`config.mk`:
```
export PLATFORM = sky130hd
export DESIGN_NAME = debounce_button_array
export DESIGN_NICKNAME = d
export VERILOG_FILES = /design/src/rtl/debounce_pkg.sv /design/src/rtl/debounce_channel.sv /design/src/rtl/debounce_button_array.sv
export SDC_FILE = /design/constraint.sdc
export NUM_CORES = 1
export LEC_CHECK = 0
export ABC_CLOCK_PERIOD_IN_PS = 3170
export CAP_MARGIN = 20
export CORE_MARGIN = 1.5
export CORE_UTILIZATION = 40
export DETAILED_ROUTE_END_ITERATION = 10
export SKIP_LAST_GASP = 1
export SLEW_MARGIN = 20
export SYNTH_ARGS = -nofsm -noshare
export SYNTH_HDL_FRONTEND = slang
export SYNTH_SLANG_ARGS = --single-unit
export TNS_END_PERCENT = 50
```
`constraint.sdc`:
```
create_clock -name CLK -period 3.17 [get_ports CLK]
set_input_delay 0.951 -clock CLK [delete_from_list [all_inputs] [get_ports CLK]]
set_output_delay 0.951 -clock CLK [all_outputs]
set_load 0.005 [all_outputs]
```
`src/rtl/debounce_pkg.sv`:
```
// Shared types and parameter checks for the push-button debouncer array.
package debounce_pkg;

  // Per-channel debounce FSM state.
  typedef enum logic [1:0] {
    IDLE_LOW   = 2'd0,
    CHECK_HIGH = 2'd1,
    HIGH       = 2'd2,
    CHECK_LOW  = 2'd3
  } deb_state_t;

  // Returns 1 when the debouncer parameter set is legal: the counter must be
  // able to hold both thresholds, the synchroniser needs at least two flops,
  // and a stable window of one sample would defeat the debounce entirely.
  function automatic bit params_ok(
    input int n_ch,
    input int cnt_w,
    input int stable_cycles,
    input int long_cycles,
    input int sync_stages
  );
    bit     ok;
    longint cnt_max;
    ok = 1'b1;
    if (cnt_w < 1 || cnt_w > 62) begin
      ok = 1'b0;
    end else begin
      cnt_max = (longint'(1) << cnt_w) - 1;
      if (n_ch < 1)                               ok = 1'b0;
      if (sync_stages < 2)                        ok = 1'b0;
      if (stable_cycles < 2)                      ok = 1'b0;
      if (longint'(stable_cycles) > cnt_max)      ok = 1'b0;
      if (long_cycles < 1)                        ok = 1'b0;
      if (longint'(long_cycles) > cnt_max)        ok = 1'b0;
    end
    return ok;
  endfunction

endpackage

```
`src/rtl/debounce_channel.sv`:
```
// One debounced push-button: synchroniser, stable-time FSM/counter and
// long-press tracking, with registered level and one-cycle event pulses.
module debounce_channel
  import debounce_pkg::*;
#(
  parameter int CNT_W         = 16,
  parameter int STABLE_CYCLES = 10,
  parameter int LONG_CYCLES   = 1000,
  parameter int SYNC_STAGES   = 2
) (
  input  logic CLK,
  input  logic RESET,
  input  logic EN,
  input  logic BOT,
  output logic BOTOUT,
  output logic PRESS,
  output logic RELEASE,
  output logic LONG
);

  localparam logic [CNT_W-1:0] STABLE_M1 = CNT_W'(STABLE_CYCLES - 1);
  localparam logic [CNT_W-1:0] LONG_M1   = CNT_W'(LONG_CYCLES - 1);

  logic [SYNC_STAGES-1:0] sync_p0;
  logic                   s;

  deb_state_t       state, state_nxt;
  logic [CNT_W-1:0] cnt, cnt_nxt;
  logic             long_fired, long_fired_nxt;
  logic             botout_nxt, press_nxt, release_nxt, long_nxt;

  assign s = sync_p0[SYNC_STAGES-1];

  // Synchroniser shift chain; keeps running while EN is low so the FSM
  // resumes on a fresh view of the button.
  always_ff @(posedge CLK) begin
    if (!RESET) begin
      sync_p0 <= '0;
    end else begin
      sync_p0 <= {sync_p0[SYNC_STAGES-2:0], BOT};
    end
  end

  // State register plus registered outputs; EN low freezes state and
  // suppresses pulses while BOTOUT keeps its level.
  always_ff @(posedge CLK) begin
    if (!RESET) begin
      state      <= IDLE_LOW;
      cnt        <= '0;
      long_fired <= 1'b0;
      BOTOUT     <= 1'b0;
      PRESS      <= 1'b0;
      RELEASE    <= 1'b0;
      LONG       <= 1'b0;
    end else if (EN) begin
      state      <= state_nxt;
      cnt        <= cnt_nxt;
      long_fired <= long_fired_nxt;
      BOTOUT     <= botout_nxt;
      PRESS      <= press_nxt;
      RELEASE    <= release_nxt;
      LONG       <= long_nxt;
    end else begin
      PRESS      <= 1'b0;
      RELEASE    <= 1'b0;
      LONG       <= 1'b0;
    end
  end

  // Next-state, counter and long-press flag logic.
  always_comb begin
    state_nxt      = state;
    cnt_nxt        = cnt;
    long_fired_nxt = long_fired;
    case (state)
      IDLE_LOW: begin
        if (s) begin
          state_nxt = CHECK_HIGH;
          cnt_nxt   = CNT_W'(1);
        end
      end
      CHECK_HIGH: begin
        if (!s) begin
          state_nxt = IDLE_LOW;
          cnt_nxt   = '0;
        end else if (cnt == STABLE_M1) begin
          state_nxt = HIGH;
          cnt_nxt   = '0;
        end else begin
          cnt_nxt   = cnt + CNT_W'(1);
        end
      end
      HIGH: begin
        if (!s) begin
          state_nxt = CHECK_LOW;
          cnt_nxt   = CNT_W'(1);
        end else begin
          // Counter parks at the long threshold; long_fired prevents repeats.
          if (cnt != LONG_M1) cnt_nxt = cnt + CNT_W'(1);
          if (cnt == LONG_M1 && !long_fired) long_fired_nxt = 1'b1;
        end
      end
      CHECK_LOW: begin
        if (s) begin
          // Glitch while held: return to HIGH but remember the long press.
          state_nxt = HIGH;
          cnt_nxt   = '0;
        end else if (cnt == STABLE_M1) begin
          state_nxt      = IDLE_LOW;
          cnt_nxt        = '0;
          long_fired_nxt = 1'b0;
        end else begin
          cnt_nxt = cnt + CNT_W'(1);
        end
      end
      default: begin
        state_nxt = IDLE_LOW;
        cnt_nxt   = '0;
      end
    endcase
  end

  // Output decode: pulses mark accepted transitions, level follows them.
  always_comb begin
    press_nxt   = (state == CHECK_HIGH) && s  && (cnt == STABLE_M1);
    release_nxt = (state == CHECK_LOW)  && !s && (cnt == STABLE_M1);
    long_nxt    = (state == HIGH) && s && (cnt == LONG_M1) && !long_fired;
    botout_nxt  = BOTOUT;
    if (press_nxt)   botout_nxt = 1'b1;
    if (release_nxt) botout_nxt = 1'b0;
  end

endmodule

```
`src/rtl/debounce_button_array.sv`:
```
// Array of independent push-button debouncers feeding the multiplier
// control FSM; one debounce_channel per button.
module debounce_button_array
  import debounce_pkg::*;
#(
  parameter int N_CH          = 4,
  parameter int CNT_W         = 16,
  parameter int STABLE_CYCLES = 10,
  parameter int LONG_CYCLES   = 1000,
  parameter int SYNC_STAGES   = 2
) (
  input  logic            CLK,
  input  logic            RESET,
  input  logic            EN,
  input  logic [N_CH-1:0] BOT,
  output logic [N_CH-1:0] BOTOUT,
  output logic [N_CH-1:0] PRESS,
  output logic [N_CH-1:0] RELEASE,
  output logic [N_CH-1:0] LONG
);

  // Reject illegal parameter sets while elaborating.
  if (!params_ok(N_CH, CNT_W, STABLE_CYCLES, LONG_CYCLES, SYNC_STAGES)) begin : g_param_err
    $error("debounce_button_array: illegal parameter set");
  end

  for (genvar i = 0; i < N_CH; i++) begin : g_ch
    debounce_channel #(
      .CNT_W         (CNT_W),
      .STABLE_CYCLES (STABLE_CYCLES),
      .LONG_CYCLES   (LONG_CYCLES),
      .SYNC_STAGES   (SYNC_STAGES)
    ) u_ch (
      .CLK     (CLK),
      .RESET   (RESET),
      .EN      (EN),
      .BOT     (BOT[i]),
      .BOTOUT  (BOTOUT[i]),
      .PRESS   (PRESS[i]),
      .RELEASE (RELEASE[i]),
      .LONG    (LONG[i])
    );
  end

endmodule

```
==> out/metrics.csv <==
metric,value,unit
Setup crit end kind,flop,
Pre-Repair DR Iteration Count,4,
Yosys cell types,60,
Seq cells post-synth,100,
cell area power density,483.0,mW/mm2
starting density of the core,41.64,%
core box area,0.01156,mm2
clock tree buffer depth,2,
die area,0.01271,mm2
Setup WS pre-CTS,0.2704,ns
post-route setup TNS,0,ns
"Reg clk slew, reported paths",0.07,ns
share of layout cells above drive strength 1,6.239,%
final core utilization,46.42,%
measured slew at the worst slew-check pin,0.6570,ns
Ant. Diodes,0,
max-slew violation count,0,
synth-to-layout area growth,11.48,%
Synth area leaders,"dfxtp_1 42%, nor2_1 6.7%, xor2_1 6.4%, nand3_1 3.7%, nand2_1 3.1%",
Synth Cell Area,0.004816,mm2
crit path kind,in2reg,
ys async rst share,0,%
Die Wd,112.7,um
Min-Delay Path Class,reg2reg,
Worst EP arrival,2.80,ns
# setup viols final,0,
Most used DFF post-synth,dfxtp_1,
syn nets,588,
outcome,completed,
Pleak,1.796,nW
H-tree Lvls,3,
GRT Util Overall,16.63,%
# IOs,23,
minimum clock period,2.577,ns
vias in the first global route,3703,
DRC,0,
Rows,39,
average wire per standard cell,13.73,um
Ys Warns,0,
hpwl dp,6.996,mm
most frequent cells in the layout,"100 x dfxtp_1, 86 x nor2_1, 40 x nand2_1",
TritonCTS clock tree,built,
clock latency on the worst-skew pair,0.34,ns
DR vias/cell,5.418,
total congestion overflow,0,
Synth top area share,41.57,%
clock root buffer master,clkbuf_16,
Hold WS,0.4301,ns
Tcrit/Tclk final,81.29,%
Setup crit start kind,primary input,
max cap viols,0,
number of CTS-inserted buffers,9,
IO buf count,22,
final hold viol count,0,
CTS Hold Bufs,0,
first-pass GRT wire length,17.46,mm
Final nets,588,
Layout Skew,0.005197,ns
RSZ-0062 raised after global routing,false,
initial antenna violation count,0,
worst endpoint required time,3.40,ns
CTS resizes,0,
final worst setup slack,0.5932,ns
Clock Sinks,100,
Max Freq,388.1,MHz
CP max FO,25,
chip height,112.7,um
Slew HR,55.83,%
number of setup buffers added after CTS,0,
Post-synth EDFFs,0,
WL final,9.886,mm
"commonest non-fill, non-tap cell in the layout",dfxtp_1,
Routed Antenna Nets,0,
starting DRC count in detailed routing,253,
routability congestion estimate,0.8472,
syn avg cell area,8.405,um2
largest net degree at the start of global routing,26,
Max IR drop VDD,0.2961,mV
cell taking the most area after synthesis,dfxtp_1,
Mapped Cells,573,
post-synthesis sequential area ratio,41.57,%
Via Count,3901,
-- flip-flops by register name, summed over array words and instances (netlist names), named ones only --
name,flops
g_ch.u_ch.sync_p0,8
g_ch.u_ch.long_fired,4
g_ch.u_ch.BOTOUT,4
g_ch.u_ch.cnt,64
g_ch.u_ch.LONG,4
g_ch.u_ch.state,4
g_ch.u_ch.PRESS,4
g_ch.u_ch.RELEASE,4
-- worst paths after layout --
check,startpoint,to,slack [ns],depth (start not counted)
max,EN,g_ch[3].u_ch.cnt[13],0.59,8
min,g_ch[0].u_ch.long_fired,g_ch[0].u_ch.LONG,0.43,1
max reg2reg,g_ch[3].u_ch.cnt[0],g_ch[3].u_ch.cnt[0],1.03,7
min reg2reg,g_ch[0].u_ch.long_fired,g_ch[0].u_ch.LONG,0.43,1
-- synth_stat cells (all sizes together), types with 3 or more instances --
cell type  number
a311oi          4
dfxtp         100
ha              8
xor2           35
nor2           86
and4b           3
o211ai          3
a31oi          13
o21ai          16
mux2i           4
or3             4
or4             3
and3            6
and4            4
o21bai          3
a21oi          17
nor4           12
a211oi          3
and2            9
nor4b           9
nand3          37
nor3           24
o31ai           8
buf            30
or2             3
clkbuf         11
nand4          22
xnor2          13
nor2b           3
nand2          40
inv            17
nand2b          3
-- where the power goes --
part           switching [mW]  internal, mW  total [mW]  leakage [nW]
clock network           0.460         0.729        1.19         0.158
registers              0.0200          1.27        1.29         0.808
logic                  0.0645        0.0487       0.113         0.830
-- critical path: stages --
cell	delay [ns]
clkdlybuf4s50_1	0.51
buf_12	0.17
o31a_1	0.20
nand3_1	0.14
nor4_1	0.39
nand4_1	0.20
xor2_1	0.17
nor2_1	0.05
-- per-stage QoR --
step / cells / total power [mW] / instance area [um2]
finish: 720 / 2.593 / 5369
global route: 720 / 2.688 / 5369
CTS: 720 / 2.622 / 5369
detailed placement: 705 / 1.433 / 5044
global placement: 705 / 1.429 / 5044
floorplan: 573 / 1.392 / 4816
-- cell type report --
class | instances | area (um2)
flip-flops and latches | 100 | 2002
clock buffers | 11 | 252.7
multi-input cells | 414 | 2502
well taps | 143 | 178.9
clock inverters | 4 | 72.57
fillers | 1114 | 6196
repair buffers | 30 | 292.8
inverters | 18 | 67.56
-- kinds of logic (layout without fill, tap and decap cells) --
logic type | Yosys count | count (layout) | share of synthesized area [%]
fa+ha+maj | 8 | 8 | 2.079
buf+inv | 59 | 63 | 6.469
xor+xnor | 48 | 48 | 8.729
simple gates | 274 | 274 | 28.94
mux | 6 | 6 | 1.299
compound gates | 78 | 78 | 10.91
flops | 100 | 100 | 41.57
-- layer usage --
metal  vias up  wire length (um)  GRT usage (%)  part of all wire [%]
li1       2003                 -              -                     -
met1      1844              4843          21.87                    49
met2        44              4636          27.40                    47
met3        10               270          3.482                   2.7
met4         0               134          5.401                   1.4
met5         -                 0              0                     0
Power figures use the tool's default switching activity.
